[config.mk]
export PLATFORM = sky130hd
export DESIGN_NAME = i2s_stream_packer_flat
export DESIGN_NICKNAME = d
export VERILOG_FILES = /design/src/rtl/i2s_stream_packer_if.sv /design/src/rtl/i2s_stream_packer.sv /design/src/flat_wrapper.sv
export SDC_FILE = /design/constraint.sdc
export NUM_CORES = 1
export LEC_CHECK = 0
export BUFFER_PORTS_ARGS = -buffer_cell sky130_fd_sc_hd__buf_2
export CORE_ASPECT_RATIO = 1.2
export CORE_MARGIN = 3
export CORE_UTILIZATION = 40
export CTS_BUF_LIST = sky130_fd_sc_hd__clkbuf_4 sky130_fd_sc_hd__clkbuf_8
export DETAILED_ROUTE_END_ITERATION = 8
export PLACE_DENSITY_LB_ADDON = 0.08
export RECOVER_POWER = 100
export SLEW_MARGIN = 30
export SYNTH_ARGS = -nofsm -noshare
export SYNTH_HDL_FRONTEND = slang
export SYNTH_SLANG_ARGS = --single-unit
[constraint.sdc]
create_clock -name AMSCK -period 9.85 [get_ports AMSCK]
set_input_delay 0 -clock AMSCK [delete_from_list [all_inputs] [get_ports AMSCK]]
set_output_delay 0 -clock AMSCK [all_outputs]
set_load 0.02 [all_outputs]
[src/rtl/i2s_stream_packer_if.sv]
// AXI-Stream style output bus of the I2S stream packer.
interface i2s_stream_packer_if;
  logic [31:0] m_tdata;
  logic        m_tvalid;
  logic        m_tready;
  logic        m_tlast;

  modport master (output m_tdata, output m_tvalid, output m_tlast, input m_tready);
  modport slave  (input m_tdata, input m_tvalid, input m_tlast, output m_tready);
endinterface

[src/rtl/i2s_stream_packer.sv]
// Pairs left/right I2S samples into stereo frames, buffers them in a FIFO and
// serialises each frame as two sign-extended 32-bit words with packet framing.
module i2s_stream_packer #(
  parameter int unsigned FIFO_DEPTH = 16,
  parameter int unsigned PKT_LEN    = 256
) (
  input  logic                        AMSCK,
  input  logic                        rst_n,
  input  logic [23:0]                 din,
  input  logic                        valid_l,
  input  logic                        valid_r,
  input  logic                        enable,
  input  logic                        clr_flags,
  i2s_stream_packer_if.master         axis,
  output logic [$clog2(FIFO_DEPTH):0] level,
  output logic                        overflow,
  output logic                        sync_err
);

  localparam int unsigned AW = $clog2(FIFO_DEPTH);
  localparam int unsigned LW = AW + 1;
  localparam int unsigned CW = (PKT_LEN > 1) ? $clog2(PKT_LEN) : 1;

  localparam logic [0:0] WAIT_L = 1'b0;
  localparam logic [0:0] WAIT_R = 1'b1;

  typedef struct packed {
    logic [23:0] left;
    logic [23:0] right;
    logic        last;
  } frame_t;

  logic [0:0]    state, state_n;
  logic [23:0]   hold_l, hold_n;
  logic          frame_req, sync_set;

  logic          pend_vld;
  logic [23:0]   pend_l, pend_r;

  frame_t        mem [FIFO_DEPTH];
  logic [AW-1:0] wr_ptr, rd_ptr, rd_n;
  logic [CW-1:0] pkt_cnt;
  logic          pkt_last;
  logic          phase, phase_n;
  logic          push, pop, hs;
  logic [LW-1:0] level_n;
  frame_t        wr_frame, head;

  logic [31:0]   tdata_q;
  logic          tvalid_q, tlast_q;

  assign axis.m_tdata  = tdata_q;
  assign axis.m_tvalid = tvalid_q;
  assign axis.m_tlast  = tlast_q;

  // Pairing FSM state register
  always_ff @(posedge AMSCK or negedge rst_n) begin
    if (!rst_n) begin
      state  <= WAIT_L;
      hold_l <= '0;
    end else begin
      state  <= state_n;
      hold_l <= hold_n;
    end
  end

  // Pairing FSM next state; disabled capture drops any half-built frame
  always_comb begin
    state_n   = state;
    hold_n    = hold_l;
    frame_req = 1'b0;
    sync_set  = 1'b0;
    if (!enable) begin
      state_n = WAIT_L;
    end else if (valid_l && valid_r) begin
      state_n  = WAIT_L;
      sync_set = 1'b1;
    end else begin
      case (state)
        WAIT_L: begin
          if (valid_l) begin
            hold_n  = din;
            state_n = WAIT_R;
          end
        end
        WAIT_R: begin
          if (valid_r) begin
            frame_req = 1'b1;
            state_n   = WAIT_L;
          end else if (valid_l) begin
            hold_n   = din;
            sync_set = 1'b1;
          end
        end
        default: state_n = WAIT_L;
      endcase
    end
  end

  // Completed frame waits one cycle here before the FIFO push decision
  always_ff @(posedge AMSCK or negedge rst_n) begin
    if (!rst_n) begin
      pend_vld <= 1'b0;
      pend_l   <= '0;
      pend_r   <= '0;
    end else begin
      pend_vld <= frame_req;
      if (frame_req) begin
        pend_l <= hold_l;
        pend_r <= din;
      end
    end
  end

  assign push     = pend_vld && (level < LW'(FIFO_DEPTH));
  assign pkt_last = (pkt_cnt == CW'(PKT_LEN - 1));
  assign wr_frame = {pend_l, pend_r, pkt_last};

  // Head of the FIFO after this edge; bypass when the new frame lands in an empty FIFO
  always_comb begin
    hs      = tvalid_q & axis.m_tready;
    pop     = hs & phase;
    phase_n = hs ? ~phase : phase;
    rd_n    = rd_ptr + AW'(pop);
    level_n = level + LW'(push) - LW'(pop);
    head    = (push && (rd_n == wr_ptr)) ? wr_frame : mem[rd_n];
  end

  always_ff @(posedge AMSCK) begin
    if (push) mem[wr_ptr] <= wr_frame;
  end

  // FIFO control and registered serialiser outputs
  always_ff @(posedge AMSCK or negedge rst_n) begin
    if (!rst_n) begin
      wr_ptr   <= '0;
      rd_ptr   <= '0;
      pkt_cnt  <= '0;
      level    <= '0;
      phase    <= 1'b0;
      tvalid_q <= 1'b0;
      tdata_q  <= '0;
      tlast_q  <= 1'b0;
    end else begin
      if (push) begin
        wr_ptr  <= wr_ptr + AW'(1);
        pkt_cnt <= pkt_last ? '0 : pkt_cnt + CW'(1);
      end
      rd_ptr   <= rd_n;
      level    <= level_n;
      phase    <= phase_n;
      tvalid_q <= (level_n != '0);
      if (level_n == '0)
        tdata_q <= '0;
      else if (phase_n)
        tdata_q <= {{8{head.right[23]}}, head.right};
      else
        tdata_q <= {{8{head.left[23]}}, head.left};
      tlast_q  <= (level_n != '0) & phase_n & head.last;
    end
  end

  // Sticky error flags; a new event wins over a simultaneous clear
  always_ff @(posedge AMSCK or negedge rst_n) begin
    if (!rst_n) begin
      overflow <= 1'b0;
      sync_err <= 1'b0;
    end else begin
      overflow <= (pend_vld & ~push) | (overflow & ~clr_flags);
      sync_err <= sync_set | (sync_err & ~clr_flags);
    end
  end

endmodule

[src/flat_wrapper.sv]
// flat-port wrapper written by rule: the top's interface ports become plain ports
module i2s_stream_packer_flat 
#(
  parameter int unsigned FIFO_DEPTH = 16,
  parameter int unsigned PKT_LEN    = 256
)
  (AMSCK, rst_n, din, valid_l, valid_r, enable, clr_flags, level, overflow, sync_err, axis_m_tdata, axis_m_tvalid, axis_m_tlast, axis_m_tready);
  i2s_stream_packer_if axis_i ();
  input  logic AMSCK;
  input  logic rst_n;
  input  logic [23:0] din;
  input  logic valid_l;
  input  logic valid_r;
  input  logic enable;
  input  logic clr_flags;
  output logic [$clog2(FIFO_DEPTH):0] level;
  output logic overflow;
  output logic sync_err;
  output wire logic [$bits(axis_i.m_tdata)-1:0] axis_m_tdata;
  output wire logic [$bits(axis_i.m_tvalid)-1:0] axis_m_tvalid;
  output wire logic [$bits(axis_i.m_tlast)-1:0] axis_m_tlast;
  input wire logic [$bits(axis_i.m_tready)-1:0] axis_m_tready;
  assign axis_m_tdata = axis_i.m_tdata;
  assign axis_m_tvalid = axis_i.m_tvalid;
  assign axis_m_tlast = axis_i.m_tlast;
  assign axis_i.m_tready = axis_m_tready;
  i2s_stream_packer #(.FIFO_DEPTH(FIFO_DEPTH), .PKT_LEN(PKT_LEN)) u_core (.AMSCK(AMSCK), .rst_n(rst_n), .din(din), .valid_l(valid_l), .valid_r(valid_r), .enable(enable), .clr_flags(clr_flags), .axis(axis_i), .level(level), .overflow(overflow), .sync_err(sync_err));
endmodule
==> results of run 1 <==
-- power groups by stage --
stage / Sequential (mW) / Clock, mW / Combinational (mW)
floorplan: 4.85 / 0 / 3.02
finish: 4.84 / 3.29 / 4.10
detailed placement: 4.92 / 0 / 4.16
CTS: 4.84 / 3.40 / 4.20
global route: 4.88 / 3.57 / 4.42
global placement: 4.90 / 0 / 4.14
-- registers in the layout, indices dropped and copies added (netlist names), 4 cells and up --
register	count
u_core.mem	784
u_core.axis.m_tdata	24
u_core.hold_l	24
u_core.pend_l	24
u_core.pend_r	24
u_core.pkt_cnt	8
u_core.level	5
u_core.rd_ptr	4
u_core.wr_ptr	4
-- repair_timing --
item                                   in CTS  in global routing
endpoints found under the hold margin     181                  0
hold buffers                               65                  0
setup endpoints to repair                   0                  0
-- cell type report --
class                   count  area [um^2]  area share (%)
multi-input cells         703         7790            19.4
clock inverters            46          290           0.724
well taps                1140         1430            3.56
flip-flops and latches    908        26600            66.5
diodes                      1         2.50         0.00624
repair buffers            176         1180            2.95
clock buffers             219         2700            6.74
inverters                  11         41.3           0.103
-- routing by layer --
metal	global-route usage, %	share of wire, %	routed length, um
met1	28.4	43	39900
met4	6.57	2.3	2160
met2	35.2	50	46900
met3	3.36	4.4	4060
met5	0	0	0
-- how the worst max path moves through the flow --
stage	start	end	slack, ns	cells past startpoint
floorplan	u_core.level[4]	u_core.axis.m_tdata[10]	6.39	12
global placement	u_core.axis.m_tvalid	u_core.axis.m_tdata[13]	4.97	10
detailed placement	u_core.axis.m_tvalid	u_core.axis.m_tdata[19]	4.95	10
CTS	u_core.axis.m_tvalid	u_core.axis.m_tdata[19]	4.95	10
global route	u_core.axis.m_tvalid	u_core.axis.m_tdata[11]	3.06	10
finish	u_core.axis.m_tvalid	u_core.axis.m_tdata[11]	3.38	10
-- cells in the mapped netlist (11+ instances only) --
cell type / count
a211oi_1: 17
a21oi_1: 27
a22o_1: 48
and2_1: 18
buf_2: 11
buf_4: 15
clkbuf_1: 63
dfrtp_1: 124
edfxtp_1: 784
ha_1: 12
mux2_2: 24
mux4_2: 197
nand2_1: 154
nand2b_1: 27
o22ai_1: 48
o31a_1: 23
o31ai_1: 23
xnor2_1: 12
-- critical path: cells and delay by family, from the launching register on --
family	cells	cell delay [ns]
adders and majority gates	2	2.62
and+or+nand+nor	2	0.36
muxes	1	0.41
buffers and inverters	2	1.60
AOI/OAI and AO/OA	3	0.78
DFF	1	0.37
-- cell families (layout without fill, tap and decap cells) --
family	after synthesis	in the layout	synth area share [%]
xor gates and xnor gates	19	19	0.579
muxes	222	222	13.5
other	0	1	0
adders and majority gates	13	13	0.486
buffers and inverters	114	452	1.64
AOI/OAI and AO/OA	218	218	4.61
DFF	908	908	76.2
and+or+nand+nor	231	231	3.04
-- metrics by stage --
stage,power [mW],cells,hold WS (ns),setup slack (ns)
2_1_floorplan,7.87,1725,-0.296,6.39
3_3_place_gp,9.04,2873,0.0499,4.97
3_5_place_dp,9.08,2873,0.0630,4.95
4_1_cts,12.4,3203,0.00599,4.95
5_1_grt,12.9,3204,0.0415,3.06
6_report,12.2,3204,0.0856,3.38
==> key figures, run 1 <==
Clocking
  – CTS root buf: clkbuf_8
  – CTS buffer count: 145
  – Max Root-Sink Buffers: 3
  – # Post-CTS Setup Buffers: 0
  – TritonCTS clock tree: done
  – Skew-Pair Late Insertion Delay: 0.77 ns
  – H-Tree Depth: 4
  – Reg clk slew, reported paths: 0.06 ns
  – CTS resizes: 0
  – Clock sink total: 908

Hold path
  – Hold Path End: u_core.pend_r[22]
  – HP Start: din[22]
  – Worst hold path class: in -> reg
  – Depth of the worst hold-timing path: 4

Detailed routing
  – DRT antenna net count: 0
  – Via Count: 17700
  – # DRC: 0
  – Pre-antenna DRT Iters: 5
  – Per-cell routed wire length: 29.0 um
  – WL final: 93000 um
  – Initial DRC Count: 1612
  – DR vias/cell: 5.53

Synth
  – Synth warn: 0
  – Mean post-synth cell area: 20.3 um^2
  – Synth area leaders: edfxtp_1 67%, mux4_2 13%, dfrtp_1 8.9%
  – Biggest area consumer among synthesized cells: edfxtp_1
  – Yosys reg bits: 908
  – Syn_nets: 1769
  – Register area share after synthesis: 76.2%
  – Async SR Flop Fraction: 13.7%
  – Post-synthesis cell area: 35000 um^2
  – Number of flops mapped to enable cells by yosys: 784
  – Top FF cell, synth: edfxtp_1
  – Syn Inst Count: 1725
  – Share of the synthesized area in the top cell type: 67.3%
  – Yosys cell types: 52

Timing
  – # setup viols final: 0
  – RSZ-0062 raised after global routing: no
  – Worst Clk Skew: 0.0195 ns
  – Final setup TNS: 0 ns
  – Period utilisation layout: 65.7%
  – Worst-Margin Slew: 4.43 ns
  – Count of final hold-check violations: 0
  – Max-slew violations: 1017
  – Fmax: 155 MHz
  – Minimum clock period: 6.47 ns
  – Slew margin rel.: -195%

Power and ir drop
  – Power density over the cells: 305 nW/um^2
  – NetSw: 3.97 mW
  – Static leakage: 13.5 nW
  – Clock Power Share: 26.9%
  – Switching Share: 32.4%
  – VDD IR-drop max: 691 uV
  – Sequential share of power: 39.6%
  – Int Pwr: 8.27 mW
  – Combinational power share: 33.5%

Placed design
  – IO Port Bufs: 71
  – DP Wirelength: 45500 um
  – Gpl congestion: 0.714
  – Placed inst area: 36700 um^2

Global route
  – First-pass GRT wire length: 135000 um
  – Initial antenna violation count: 3
  – Total GRT Usage: 21.0%
  – Grt ovf: 0
  – Vias in the first global route: 19000
  – Largest net degree at the start of global routing: 77

Final layout
  – Most common cell after layout, fill and taps aside: edfxtp_1
  – P&R area growth vs syn: 14.6%
  – Final Util: 46.3%
  – Layout cells sized above 1: 25.4%
  – Design area: 40100 um^2
  – Filler instances: 7540
  – Most frequent cells in the layout: 784 x edfxtp_1, 197 x mux4_2, 169 x clkbuf_8, 154 x nand2_1, 124 x dfrtp_1
  – Final nets: 1989

Worst setup path
  – Critical R2R Launch: u_core.axis.m_tvalid
  – WS Path Type: reg -> reg
  – Sequence of cells on the critical path: and2_0 > ha_1 > and2_0 > ha_1 > buf_4 > buf_4 > mux4_2 > a22o_1 > o31ai_1 > a211oi_1
  – R2R Setup Slk: 3.38 ns
  – Crit-path max cell delay: 2.38 ns
  – Data required, critical path: 10.36 ns
  – Top fanout value on the critical path: 57
  – Slowest cell on the critical path: ha_1
  – FF-to-FF End: u_core.axis.m_tdata[11]
  – Crit path capture type: flop
  – FF-to-FF path depth: 10
  – Crit path DAT: 6.97 ns
  – Startpoint types: flop

Run status
  – Failing checks: max-capacitance violations, max-slew violations
  – Status: finished with violations

Floorplanning
  – Initial Utilization: 40.4%
  – # rows: 118
  – Full die area: 91100 um^2
  – Die Wd: 276 um
  – IO Pins: 72
  – Core area: 86500 um^2
  – Die height: 330 um

Run
  – Maxcap violations: 32
Power figures use the tool's default switching activity.
==> run 2, diff against run 1 <==
==> constraint.sdc (replaced) <==
create_clock -name AMSCK -period 6.42 [get_ports AMSCK]
set_input_delay 0 -clock AMSCK [delete_from_list [all_inputs] [get_ports AMSCK]]
set_output_delay 0 -clock AMSCK [all_outputs]
set_load 0.02 [all_outputs]
==> key figures, run 2 (same netlist as run 1, synthesis figures left out) <==
Detailed routing
  – Initial DRC Count: 1290 (-20%)
  – Pre-antenna DRT Iters: 5 (unchanged)
  – Via Count: 17700 (-0.017%)
  – DRT antenna net count: 0 (unchanged)
  – WL final: 93400 um (+0.37%)
  – DR vias/cell: 5.50 (-0.54%)
  – # DRC: 0 (unchanged)
  – Per-cell routed wire length: 29.0 um (-0.16%)

Timing
  – Max-slew violations: 789 (-22%)
  – Period utilisation layout: 75.5% (+9.9 points)
  – RSZ-0062 raised after global routing: no
  – Final setup TNS: 0 ns (unchanged)
  – Slew margin rel.: -173% (+22 points)
  – Minimum clock period: 4.85 ns (-1.62 ns)
  – Worst-Margin Slew: 4.10 ns (-0.323 ns)
  – Hold WS: 0.0717 ns (-0.0139 ns)
  – Fmax: 206 MHz (+33%)
  – Worst Clk Skew: 0.0243 ns (+0.00475 ns)
  – # setup viols final: 0 (unchanged)
  – Count of final hold-check violations: 0 (unchanged)

Floorplanning
  – Initial Utilization: 40.4% (unchanged)
  – Core area: 86500 um^2 (unchanged)
  – Die height: 330 um (unchanged)
  – # rows: 118 (unchanged)
  – IO Pins: 72 (unchanged)
  – Full die area: 91100 um^2 (unchanged)
  – Die Wd: 276 um (unchanged)

Placed design
  – Gpl congestion: 0.705 (-1.3%)
  – DP Wirelength: 46200 um (+1.7%)
  – IO Port Bufs: 71 (unchanged)

Final layout
  – Area occupied by multi-input gates: 7770 um^2 (-0.24%)
  – Most common cell after layout, fill and taps aside: edfxtp_1
  – Max FFs per register: 784 (unchanged)
  – Most frequent cells in the layout: 784 x edfxtp_1, 197 x mux4_2, 172 x clkbuf_8, 154 x nand2_1, 124 x dfrtp_1
  – P&R area growth vs syn: 15.4%
  – Final nets: 1998 (+0.45%)
  – Largest register by flop count: u_core.mem
  – Register Area: 26600 um^2 (unchanged)
  – Filler instances: 7533 (-0.093%)
  – Layout cells sized above 1: 26.6% (+1.3 points)

Clocking
  – CTS resizes: 0 (unchanged)
  – Clock sink total: 908 (unchanged)
  – CTS buffer count: 145 (unchanged)
  – CTS root buf: clkbuf_8
  – Max Root-Sink Buffers: 3 (unchanged)
  – Skew-Pair Late Insertion Delay: 0.80 ns (+0.03 ns)
  – Reg clk slew, reported paths: 0.06 ns (about the same)
  – TritonCTS clock tree: done
  – H-Tree Depth: 4 (unchanged)

Global route
  – Initial antenna violation count: 3 (unchanged)
  – Grt ovf: 0 (unchanged)
  – Vias in the first global route: 19000 (+0.12%)
  – First-pass GRT wire length: 136000 um (+0.89%)
  – Total GRT Usage: 21.1% (+0.076 points)
  – Largest net degree at the start of global routing: 98 (+27%)

Worst setup path
  – Crit path capture type: flop
  – Crit path DAT: 5.58 ns (-1.39 ns)
  – Startpoint types: flop
  – Critical R2R Launch: u_core.state
  – Data required, critical path: 7.15 ns (-3.21 ns)
  – Crit. Startpoint: u_core.state
  – WS Path Type: reg -> reg
  – Top fanout value on the critical path: 43 (-25%)

Hold path
  – HP Start: din[23]
  – Worst hold path class: in -> reg

Power and ir drop
  – NetSw: 6.11 mW (+54%)
  – Sequential share of power: 39.2% (-0.4 points)
  – Clock Power Share: 27.2% (+0.3 points)
  – VDD IR-drop max: 374 uV (-46%)
  – Switching Share: 32.3% (-0.17 points)
  – Power density over the cells: 469 nW/um^2 (+54%)
  – Combinational power share: 33.6% (about the same)
  – Int Pwr: 12.8 mW (+55%)
  – Final total power: 18.9 mW (+55%)
  – Static leakage: 13.6 nW (+1.3%)

Run status
  – Failing checks: max-capacitance violations, max-slew violations
  – Status: finished with violations

Run
  – Maxcap violations: 30 (-6.3%)
==> run 2: routing by layer <==
layer,GRT usage [%],vias to the layer above,wire length (um)
li1,-,7532,-
met1,28.0,9635,40000
met2,36.4,426,48100
met3,3.54,111,3780
met4,5.15,0,1500
met5,0,-,0
==> run 2: cell type report <==
cell class / instances / share of cell area [%]
flip-flops and latches: 908 / 66.0
inverters: 11 / 0.102
clock buffers: 233 / 7.00
well taps: 1140 / 3.53
diodes: 2 / 0.0124
repair buffers: 185 / 3.48
clock inverters: 39 / 0.654
multi-input cells: 703 / 19.2
==> run 2: repair_timing <==
| action | in CTS | in global routing |
|---|---|---|
| setup buffers | 0 | 0 |
| hold buffers | 70 | 0 |
| hold endpoints to repair | 127 | 0 |
==> run 2: metrics by stage <==
stage,setup WS [ns],std cells,util (%),instance area (um^2)
final,1.57,3221,46.7,40400
after global routing,1.31,3221,46.7,40400
after CTS,2.61,3218,46.9,40600
after detailed placement,2.62,2876,42.5,36800
after global placement,2.54,2874,42.4,36700
after floorplan,2.96,1725,-,35000
==> run 2: power groups by stage <==
stage	Clock, mW	Combinational [mW]	Sequential [mW]
CTS	5.30	6.57	7.43
detailed placement	0	6.51	7.55
finish	5.15	6.36	7.43
floorplan	0	4.63	7.44
global route	5.56	6.85	7.48
global placement	0	6.40	7.53
==> run 2: path summary, 6_finish.rpt <==
kind                                     endpoint  depth (start not counted)  slack, ns
max                             u_core.pend_r[10]                          7       1.57
min                             u_core.pend_r[23]                          4       0.07
max reg2reg                     u_core.pend_r[10]                          7       1.57
min reg2reg                     u_core.pend_l[23]                          2       0.45
max in group asynchronous        u_core.rd_ptr[1]                          4       2.07
min in group asynchronous  u_core.axis.m_tdata[4]                          4       0.43
==> run 2: worst max-delay path: stages (launching register included) <==
cell and delay (ns):
dfrtp_1 0.37, nand4b_1 0.10, clkbuf_1 0.67, inv_2 0.42, clkbuf_1 2.30, nand2_1 0.19
nand2_1 0.14, dlygate4sd3_1 0.55
==> run 3, diff against run 2 <==
==> constraint.sdc (replaced) <==
create_clock -name AMSCK -period 4.3 [get_ports AMSCK]
set_input_delay 0 -clock AMSCK [delete_from_list [all_inputs] [get_ports AMSCK]]
set_output_delay 0 -clock AMSCK [all_outputs]
set_load 0.02 [all_outputs]
==> key figures, run 3 (same netlist as run 1, synthesis figures left out) <==
Run status
  – Status: finished with violations
  – Failing checks: max-capacitance violations, max-slew violations

Timing
  – Minimum clock period: 3.84 ns (-1.00 ns)
  – # setup viols final: 0 (unchanged)
  – Fin worst setup slack: 0.456 ns (-1.12 ns)
  – Max-slew violations: 479 (-39%)
  – Period utilisation layout: 89.4% (+14 points)
  – Fmax: 260 MHz (+26%)
  – Final setup TNS: 0 ns (unchanged)
  – Worst-Margin Slew: 2.41 ns (-1.69 ns)
  – RSZ-0062 raised after global routing: no
  – Worst Clk Skew: 0.0257 ns (+0.00144 ns)
  – Count of final hold-check violations: 0 (unchanged)
  – Slew margin rel.: -60.8% (+110 points)

Clocking
  – Max Root-Sink Buffers: 3 (unchanged)
  – CTS buffer count: 146 (+0.69%)
  – H-Tree Depth: 4 (unchanged)
  – Reg clk slew, reported paths: 0.06 ns (about the same)
  – Clock sink total: 908 (unchanged)
  – Skew-Pair Late Insertion Delay: 0.80 ns (about the same)
  – CTS root buf: clkbuf_8
  – TritonCTS clock tree: done

Global route
  – Largest net degree at the start of global routing: 130 (+33%)
  – Most crowded layer after global routing: met2
  – Total GRT Usage: 20.9% (-0.21 points)
  – Met1 Use GR: 27.6% (-0.48 points)
  – Initial antenna violation count: 3 (unchanged)
  – First-pass GRT wire length: 134000 um (-1.2%)
  – Vias in the first global route: 18800 (-1.2%)
  – GR Util met3: 3.64% (+0.10 points)
  – Grt ovf: 0 (unchanged)
  – Met2 usage: 35.6% (-0.80 points)

Power and ir drop
  – Clock Power Share: 26.6% (-0.6 points)
  – Combinational power share: 33.9% (+0.3 points)
  – Switching Share: 32.5% (+0.23 points)
  – VDD IR-drop max: 854 uV (+130%)
  – Int Pwr: 19.0 mW (+48%)
  – NetSw: 9.13 mW (+49%)
  – Sequential share of power: 39.5% (+0.3 points)
  – Power density over the cells: 695 nW/um^2 (+48%)
  – Static leakage: 13.6 nW (+0.13%)

Placed design
  – DP Wirelength: 49600 um (+7.4%)
  – Pre-CTS setup slack: 0.713 ns (-1.91 ns)
  – Placed inst area: 37000 um^2 (+0.58%)
  – IO Port Bufs: 71 (unchanged)
  – Gpl congestion: 0.708 (+0.38%)

Final layout
  – Final nets: 2009 (+0.55%)
  – Design area: 40400 um^2 (about the same)
  – P&R area growth vs syn: 15.6% (about the same)
  – Most frequent cells in the layout: 784 x edfxtp_1, 197 x mux4_2, 169 x clkbuf_8, 154 x nand2_1, 124 x dfrtp_1
  – Layout cells sized above 1: 27.3% (+0.69 points)
  – Largest register by flop count: u_core.mem
  – Filler instances: 7584 (+0.68%)
  – Most common cell after layout, fill and taps aside: edfxtp_1
  – Max FFs per register: 784 (unchanged)

Floorplanning
  – # rows: 118 (unchanged)
  – Die Wd: 276 um (unchanged)
  – Core area: 86500 um^2 (unchanged)
  – Die height: 330 um (unchanged)
  – Full die area: 91100 um^2 (unchanged)
  – Initial Utilization: 40.4% (unchanged)
  – IO Pins: 72 (unchanged)

Worst setup path
  – Crit path capture type: flop
  – Data required, critical path: 4.76 ns (-2.39 ns)
  – Top fanout value on the critical path: 28 (-35%)
  – Crit-path max cell delay: 1.70 ns (-0.60 ns)
  – WS Path Type: reg -> reg
  – Crit path DAT: 4.30 ns (-1.28 ns)
  – Slowest cell on the critical path: and2_1
  – Startpoint types: flop
  – Sequence of cells on the critical path: nand2b_1 > nor3b_1 > and2_1 > buf_4

Hold path
  – Worst hold path class: in -> reg

Detailed routing
  – DRT antenna net count: 0 (unchanged)
  – Per-cell routed wire length: 28.7 um (-0.90%)
  – DR vias/cell: 5.48 (-0.39%)
  – Pre-antenna DRT Iters: 5 (unchanged)
  – Via Count: 17700 (-0.23%)
  – WL final: 92700 um (-0.75%)
  – # DRC: 0 (unchanged)
  – Initial DRC Count: 1463 (+13%)

Run
  – Maxcap violations: 17 (-43%)
run 3: power by group through the flow:
stage               sequential [mW]  clock, mW  combinational [mW]
floorplan                      11.1          0                6.93
global placement               11.2          0                9.75
detailed placement             11.3          0                9.76
CTS                            11.1       7.70                9.85
global route                   11.2       8.10                10.3
finish                         11.1       7.49                9.52
run 3: repair_timing:
| item | 4_1_cts | 5_1_grt |
|---|---|---|
| hold endpoints to repair | 178 | 0 |
| setup buffers | 0 | 0 |
| hold buffers | 64 | 0 |
| endpoints found under the setup margin | 0 | 0 |
| resized for setup | 0 | 0 |
run 3: metal layers:
metal | part of all wire [%] | wire (um) | vias up
met5 | 0 | 0 | -
met4 | 2.2 | 2050 | 0
met3 | 4.4 | 4110 | 131
met2 | 51 | 47600 | 445
met1 | 42 | 38900 | 9545
li1 | - | - | 7542
run 3: stage by stage:
step / instances / util [%] / total power, mW / hold slack, ns
3_5_place_dp: 2893 / 42.8 / 21.0 / 0.121
2_1_floorplan: 1725 / - / 18.0 / -0.296
6_report: 3226 / 46.7 / 28.1 / 0.0724
5_1_grt: 3226 / 46.7 / 29.5 / 0.0391
4_1_cts: 3225 / 47.0 / 28.7 / 0.00107
3_3_place_gp: 2893 / 42.8 / 21.0 / 0.102
run 3: worst max-delay path, delay by kind of cell (launching register included):
| kind | cells | cell delay (ns) |
|---|---|---|
| simple gates | 3 | 2.56 |
| buf+inv | 1 | 0.51 |
| flops | 1 | 0.42 |
run 3: area by class of cell:
type	count	area [um^2]	share of cell area, %
timing repair buffer	195	1500	3.71
inverter	11	42.5	0.105
clock inverter	41	218	0.539
tap	1140	1430	3.53
sequential	908	26600	65.9
clock buffer	227	2760	6.83
multi-input combinational	703	7830	19.4
antenna	1	2.50	0.00619
run 3: path summary, 6_finish.rpt:
kind | from | endpoint | slack (ns) | cells after the start
worst max-delay path | u_core.level[4] | u_core.mem[8][38] | 0.46 | 4
worst min-delay path | din[22] | u_core.hold_l[22] | 0.07 | 3
worst max register to register | u_core.level[4] | u_core.mem[8][38] | 0.46 | 4
worst min register to register | u_core.hold_l[6] | u_core.pend_l[6] | 0.46 | 2
max in group asynchronous | rst_n | u_core.pend_r[6] | 1.64 | 4
min in group asynchronous | rst_n | u_core.axis.m_tdata[22] | 1.29 | 4
